**src/rtl/uart_pkg.sv**
```systemverilog
// Shared types and helpers for the UART transmit frame sequencer.
package uart_pkg;

   typedef enum logic [2:0] {
      IDLE,
      START,
      DATA,
      PARITY,
      STOP
   } tx_state_t;

   // Widest supported data word; narrower words are zero-extended,
   // which leaves the XOR reduction unchanged.
   localparam int MAX_DATA_W = 9;

   // Parity bit for a word: even parity when odd = 0, odd parity when odd = 1.
   function automatic logic calc_parity(input logic [MAX_DATA_W-1:0] data, input logic odd);
      return (^data) ^ odd;
   endfunction

endpackage

```
**src/rtl/uart_tx_sequencer.sv**
```systemverilog
// UART transmit frame sequencer. Accepts a word over valid/ready, holds the
// baud generator's TX side in reset while idle so bit timing starts at the
// frame, then walks the line through start, data, optional parity and stop
// bits, advancing one bit per baud tick.
module uart_tx_sequencer
   import uart_pkg::*;
#(
   parameter int DATA_W     = 8,
   parameter int PARITY_EN  = 0,
   parameter int PARITY_ODD = 0,
   parameter int STOP_BITS  = 1
) (
   input  logic              i_clk,
   input  logic              reset,
   input  logic              i_b_tick,
   input  logic [DATA_W-1:0] i_data,
   input  logic              i_valid,
   output logic              o_ready,
   input  logic              i_abort,
   output logic              o_tx,
   output logic              o_tx_br_rst,
   output logic              o_busy,
   output logic              o_done
);

   localparam int BIT_CNT_W = $clog2(DATA_W + 1);

   tx_state_t            r_state;
   tx_state_t            w_nextState;
   logic [DATA_W-1:0]    r_shiftReg;
   logic [DATA_W-1:0]    w_nextShiftReg;
   logic [BIT_CNT_W-1:0] r_bitCnt;
   logic [BIT_CNT_W-1:0] w_nextBitCnt;
   logic                 r_stopCnt;
   logic                 w_nextStopCnt;
   logic                 r_parity;
   logic                 w_nextParity;
   logic                 r_tx;
   logic                 w_nextTx;
   logic                 r_done;
   logic                 w_nextDone;
   logic                 w_idle;
   logic                 w_handshake;

   assign w_idle      = (r_state == IDLE);
   assign w_handshake = i_valid & w_idle;

   assign o_ready     = w_idle;
   assign o_tx_br_rst = w_idle;
   assign o_busy      = ~w_idle;
   assign o_tx        = r_tx;
   assign o_done      = r_done;

   // State and datapath registers; reset drives the line high at once.
   always_ff @(posedge i_clk or posedge reset) begin
      if (reset) begin
         r_state    <= IDLE;
         r_shiftReg <= '0;
         r_bitCnt   <= '0;
         r_stopCnt  <= 1'b0;
         r_parity   <= 1'b0;
         r_tx       <= 1'b1;
         r_done     <= 1'b0;
      end else begin
         r_state    <= w_nextState;
         r_shiftReg <= w_nextShiftReg;
         r_bitCnt   <= w_nextBitCnt;
         r_stopCnt  <= w_nextStopCnt;
         r_parity   <= w_nextParity;
         r_tx       <= w_nextTx;
         r_done     <= w_nextDone;
      end
   end

   // Next-state and next line value; abort overrides any tick-driven advance.
   always_comb begin
      w_nextState    = r_state;
      w_nextShiftReg = r_shiftReg;
      w_nextBitCnt   = r_bitCnt;
      w_nextStopCnt  = r_stopCnt;
      w_nextParity   = r_parity;
      w_nextTx       = r_tx;
      w_nextDone     = 1'b0;

      case (r_state)
         IDLE: begin
            w_nextTx = 1'b1;
            if (w_handshake) begin
               w_nextShiftReg = i_data;
               w_nextParity   = calc_parity(MAX_DATA_W'(i_data), (PARITY_ODD != 0));
               w_nextState    = START;
               w_nextTx       = 1'b0;
            end
         end
         START: begin
            if (i_b_tick) begin
               w_nextState  = DATA;
               w_nextTx     = r_shiftReg[0];
               w_nextBitCnt = '0;
            end
         end
         DATA: begin
            if (i_b_tick) begin
               if (r_bitCnt == BIT_CNT_W'(DATA_W - 1)) begin
                  if (PARITY_EN != 0) begin
                     w_nextState = PARITY;
                     w_nextTx    = r_parity;
                  end else begin
                     w_nextState   = STOP;
                     w_nextTx      = 1'b1;
                     w_nextStopCnt = 1'b0;
                  end
               end else begin
                  w_nextShiftReg = {1'b0, r_shiftReg[DATA_W-1:1]};
                  w_nextTx       = r_shiftReg[1];
                  w_nextBitCnt   = r_bitCnt + BIT_CNT_W'(1);
               end
            end
         end
         PARITY: begin
            if (i_b_tick) begin
               w_nextState   = STOP;
               w_nextTx      = 1'b1;
               w_nextStopCnt = 1'b0;
            end
         end
         STOP: begin
            w_nextTx = 1'b1;
            if (i_b_tick) begin
               if (r_stopCnt == 1'(STOP_BITS - 1)) begin
                  w_nextState = IDLE;
                  w_nextDone  = 1'b1;
               end else begin
                  w_nextStopCnt = 1'b1;
               end
            end
         end
         default: begin
            w_nextState = IDLE;
            w_nextTx    = 1'b1;
         end
      endcase

      if (i_abort && !w_idle) begin
         w_nextState = IDLE;
         w_nextTx    = 1'b1;
         w_nextDone  = 1'b0;
      end
   end

endmodule

```
**config.mk**
```make
export PLATFORM = sky130hd
export DESIGN_NAME = uart_tx_sequencer
export DESIGN_NICKNAME = d
export VERILOG_FILES = /design/src/rtl/uart_pkg.sv /design/src/rtl/uart_tx_sequencer.sv
export SDC_FILE = /design/constraint.sdc
export NUM_CORES = 1
export LEC_CHECK = 0
export ABC_AREA = 1
export CAP_MARGIN = 30
export CELL_PAD_IN_SITES_DETAIL_PLACEMENT = 1
export CELL_PAD_IN_SITES_GLOBAL_PLACEMENT = 1
export CORE_MARGIN = 2
export CORE_UTILIZATION = 39
export CTS_BUF_LIST = sky130_fd_sc_hd__clkbuf_8
export DETAILED_ROUTE_END_ITERATION = 10
export GPL_TIMING_DRIVEN = 1
export HOLD_SLACK_MARGIN = 0.12
export PLACE_DENSITY_LB_ADDON = 0.1
export SYNTH_ARGS = -nofsm -noshare
export SYNTH_HDL_FRONTEND = slang
export SYNTH_SLANG_ARGS = --single-unit
```
**constraint.sdc**
```tcl
create_clock -name i_clk -period 1.65 [get_ports i_clk]
set_input_delay 0.2475 -clock i_clk [delete_from_list [all_inputs] [get_ports i_clk]]
set_output_delay 0.2475 -clock i_clk [all_outputs]
set_load 0.03 [all_outputs]
```
; Word level (Yosys, flattened, before mapping)
; Index checks and enable logic that the tools add are counted.
[word_totals]
ff_bits = 18
in_bits = 13
out_inout_bits = 5
word_cells = 73
[op_classes]
add_sub_neg = 1
eq_ne = 19
mux = 34
n_bitwise = 2
n_reduce_logical = 11
[ops]
columns = cell, count
row1 = $mux 3, 8
row2 = $mux 8, 3
row3 = $ne 3x3->1 const B, 6
row4 = $pmux 8 s2, 1
row5 = $mux 1, 15
row6 = $pmux 3 s5, 1
row7 = $mux 4, 3
row8 = $ne 2x2->1 const B, 6
row9 = $pmux 4 s2, 1
row10 = $reduce_and 4->1, 2
row11 = $reduce_and 7->1, 1
row12 = $eq 3x2->1 const B, 2
row13 = $reduce_and 5->1, 1
row14 = $add 4x1->4 const B, 1
row15 = $eq 4x3->1 const B, 1
row16 = $pmux 1 s4, 1
row17 = $reduce_bool 2->1, 2
row18 = $eq 3x1->1 const B, 1
row19 = $eq 3x3->1 const B, 1
row20 = $logic_not 3->1, 1
row21 = $ne 3x1->1 const B, 1
row22 = $pmux 1 s3, 1
row23 = $reduce_and 3->1, 1
row24 = $reduce_bool 3->1, 1
row25 = 5 further kinds, 5

; Longest topological paths before layout
[logic_depth]
depth_word = 5
mapped_depth = 9
depth_no_buf = 8

; Worst setup path before layout
; Ideal clock, no wire load.
[synth_path]
path_type = reg-to-output
startpoint = register r_state[1]
endpoint = output o_tx_br_rst
t_arrival_ps = 1504
required_ps = 1402
path_slack_ps = -101
stages_incl_launch_ff = 5
path_buffers = 1
path_cell_list = dfrtp_1 > nor2_2 > nand2_1 > inv_1 > buf_4
[synth_via]
elab_chain_len = 1
[synth_rtl]
columns = element, line
row1 = start: declaration, uart_tx_sequencer.sv:28  ; tx_state_t r_state;
row2 = start signal: assignment, uart_tx_sequencer.sv:65  ; r_state <= w_nextState;
row3 = $logic_not 3->1, n/a
row4 = end: declaration, uart_tx_sequencer.sv:21  ; output logic o_tx_br_rst,
; No other way between the ends.

; Worst setup path in the final report
[layout_path]
startpoint = register r_state[2]
endpoint = output o_ready
[layout_via]
elab_chain_len = 1
[layout_rtl]
columns = element, line
row1 = $logic_not 3->1, n/a
row2 = end: declaration, uart_tx_sequencer.sv:18  ; output logic o_ready,
; No other way between the ends.

==> results.sh <==
export IMPL_status="completed"
export IMPL_critPathTopFamily="flip-flops"
export IMPL_hpwlAfterDp_mm=1.87
export IMPL_critPathRequiredTime_ns=1.40
export IMPL_nets=173
export IMPL_clock_sinks=17
export IMPL_p_clk_share_pct=13.8
export IMPL_placed_area_um2=1230
export IMPL_finalHoldViolCount=0
export IMPL_grt_overflow_total=0
export IMPL_syn_avg_cell_area_um2=7.74
export IMPL_fillers=324
export IMPL_pwr_share_seq_pct=31.6
export IMPL_slew_violations=0
export IMPL_start_util_pct=42.0
export IMPL_worstSetupPathType="reg -> out"
export IMPL_ys_seq_area_share_pct=39.9
export IMPL_reg2reg_depth=7
export IMPL_ys_warn_count=0
export IMPL_dieArea_um2=3170
export IMPL_ant_nets=0
export IMPL_internal_power_mw=1.18
export IMPL_p_per_area_nw_per_um2=1700
export IMPL_crit_path_cell_trace="inv_1 > nand2_2 > inv_2 > buf_4"
export IMPL_syn_area_um2=1070
export IMPL_worstPathMaxFanout=8
export IMPL_netSwitchingFraction_pct=46.7
export IMPL_whs_ns=0.311
export IMPL_fin_cells=188
export IMPL_combinationalPowerShare_pct=54.6
export IMPL_fp_dieW_um=56.3
export IMPL_dieHeight_um=56.3
export IMPL_worst_path_buf_inv=3
export IMPL_clockBufferDepth=2
export IMPL_syn_num_nets=152
export IMPL_timing_slew_headroom_pct=76.5
export IMPL_r2r_start="r_state[0]$_DFFE_PP0P_"
export IMPL_dpl_cell_count=182
export IMPL_period_minus_slack_ns=1.53
export IMPL_tightest_slew_ns=0.352
export IMPL_worstPathArrival_ns=1.28
export IMPL_synth_seq_cells=17
export IMPL_cts_tree="built"
export IMPL_final_area_um2=1300
export IMPL_dr_pass1_iters=4
export IMPL_syn2layout_area_growth_pct=21.7
export IMPL_fin_setup_tns_ns=0
export IMPL_rsz0062_at_grt="no"
export IMPL_cts_root_buf="clkbuf_8"
export IMPL_synth_cell_type_count=26
export IMPL_place_congestion=0.782
export IMPL_core_area_um2=2540
export IMPL_clk_latency_ns=0.25
export IMPL_antenna_cells=0
export IMPL_maxCapViolCount=0
export IMPL_cp_start_kind="register"
export IMPL_hold_class="in -> async"
export IMPL_cts_buffers_inserted=3
export IMPL_grt_max_degree=18
export IMPL_dpl_worst_slack_ns=0.0890
export IMPL_rows=18
export IMPL_vias=952
export IMPL_fin_skew_ns=0.00204
export IMPL_r2r_slack_ns=0.18
export IMPL_io_pins=18
export IMPL_power_leakage_nw=0.655
export IMPL_drt_drc_violations_left=0
export IMPL_drtIter0Drc=23
export IMPL_drive_gt1_share_pct=22.2
export IMPL_min_period_over_period_pct=92.8
export IMPL_cp_slowest_cell="dfrtp_2"
export IMPL_setup_ws_ns=0.118
export IMPL_grt_use_total_pct=16.9
export IMPL_r2r_end="r_state[1]$_DFFE_PP0P_"
export IMPL_setup_viol=0
export IMPL_htreeDepth=1
export IMPL_synthCells=138
export IMPL_port_buffers=17
export IMPL_clkTransAtPathRegs_ns=0.07
export IMPL_grt_pass1_vias=1013
export IMPL_clock_fmax_mhz=653
export IMPL_max_stage_delay_ns=0.49
export IMPL_antenna_found_initial=0
export IMPL_routed_wl_mm=2.45
export IMPL_viasPerCell=5.06
export IMPL_vdd_drop_max_mv=1.25
export IMPL_grt_pass1_wl_mm=4.27
export IMPL_avgRoutedWirePerCell_um=13.0
export IMPL_switchingPower_mw=1.03
export IMPL_cp_end_kind="output pin"
[power by group through the flow]
stage	clock, mW	sequential, mW	combinational, mW
finish	0.305	0.697	1.21
global route	0.334	0.713	1.34
CTS	0.319	0.696	1.18
detailed placement	0	0.696	1.19
global placement	0	0.687	1.15
floorplan	0	0.688	0.975
[worst max-delay path by stage]
stage | start | slack, ns | endpoint | cells after the start
3_3_place_gp | i_b_tick | 0.12 | o_tx$_DFFE_PP1P_ | 8
2_1_floorplan | r_state[1]$_DFFE_PP0P_ | 0.11 | o_tx_br_rst | 4
3_5_place_dp | i_b_tick | 0.09 | r_state[1]$_DFFE_PP0P_ | 8
4_1_cts | r_state[2]$_DFFE_PP0P_ | 0.009 | o_ready | 4
6_report | r_state[2]$_DFFE_PP0P_ | 0.12 | o_ready | 4
5_1_grt | r_state[2]$_DFFE_PP0P_ | 0.06 | o_tx_br_rst | 4
[kinds of logic after synthesis]
kind of cell             after synthesis  share of synthesized area, %
AND/OR/NAND/NOR                       73                          34.1
buffers and inverters                 25                          11.7
AO/OA/AOI/OAI                         21                          12.3
flip-flops                            17                          39.9
XOR/XNOR                               1                         0.820
adder cells (fa/ha/maj)                1                          1.17
[synth_stat cells]
cell type  count  area (um2)
a21oi_1        4        20.0
buf_12         1        20.0
buf_2          1        5.00
buf_4          1        7.51
buf_6          1        11.3
dfrtp_1       16         400
dfstp_2        1        26.3
ha_1           1        12.5
inv_1         18        67.6
inv_2          2        7.51
inv_4          1        6.26
nand2_1       35         131
nand2_2        6        37.5
nand3_1       15        75.1
nand3_4        1        17.5
nand3b_4       1        20.0
nand4_1        2        12.5
nor2_1         8        30.0
nor2_2         1        6.26
nor2_4         2        22.5
nor3_1         1        5.00
o21ai_0        9        45.0
o21ai_1        1        5.00
o21ai_2        7        61.3
or2_2          1        6.26
xor2_1         1        8.76
[worst register-to-register path: stages (launching register included)]
cell and delay, ns:
dfrtp_1 0.55, nor2_4 0.08, nand2_2 0.24, nor2_1 0.08, nor2_1 0.15, nand2_1 0.10
nand3_1 0.09, nand2_1 0.06
[through the flow]
stage	util (%)	total power [mW]
after floorplan	-	1.66
after global placement	48.5	1.83
after detailed placement	48.5	1.88
after CTS	50.4	2.20
after global routing	51.1	2.39
final	51.1	2.21
[cell type report]
class                      count  area [um2]  area share [%]
multi-input combinational     96         524            40.3
sequential                    17         428            32.9
timing repair buffer          20         184            14.1
inverter                      21        81.3            6.26
clock buffer                   3        41.3            3.18
tap                           30        37.5            2.89
clock inverter                 1        3.75           0.289
[cell usage in the layout, fill, tap and decap left out]
cell,count
nand4_1,2
nor3_1,1
or2_2,1
nand3_1,15
nand3_4,1
a21oi_1,4
o21ai_2,7
ha_1,1
o21ai_0,9
dfrtp_2,1
xor2_1,1
clkbuf_8,3
clkdlybuf4s50_1,13
inv_2,3
dfstp_2,1
nor2_1,8
o21ai_1,1
dfrtp_1,15
inv_1,18
nand2_2,7
buf_4,6
inv_4,1
nor2_4,3
nand2_1,34
dlygate4sd2_1,1
nand3b_4,1
[flip-flops by register name, indices dropped and copies added (netlist names)]
register	count
r_bitCnt	4
o_done	1
o_tx	1
r_state	3
r_shiftReg	8
[repair_timing]
action	4_1_cts	5_1_grt
setup endpoints to repair	3	3
resized for setup	2	1
gates cloned	0	0
pin swaps	0	1
setup buffers	0	2
hold buffers	0	0
[layer usage]
metal	up-vias	GRT usage, %	routed length (um)
met1	444	18.9	1130
met4	0	6.46	36
met5	-	0	0
li1	478	-	-
met3	7	3.23	89
met2	23	31.3	1190
(Power assumes the default switching activity.)
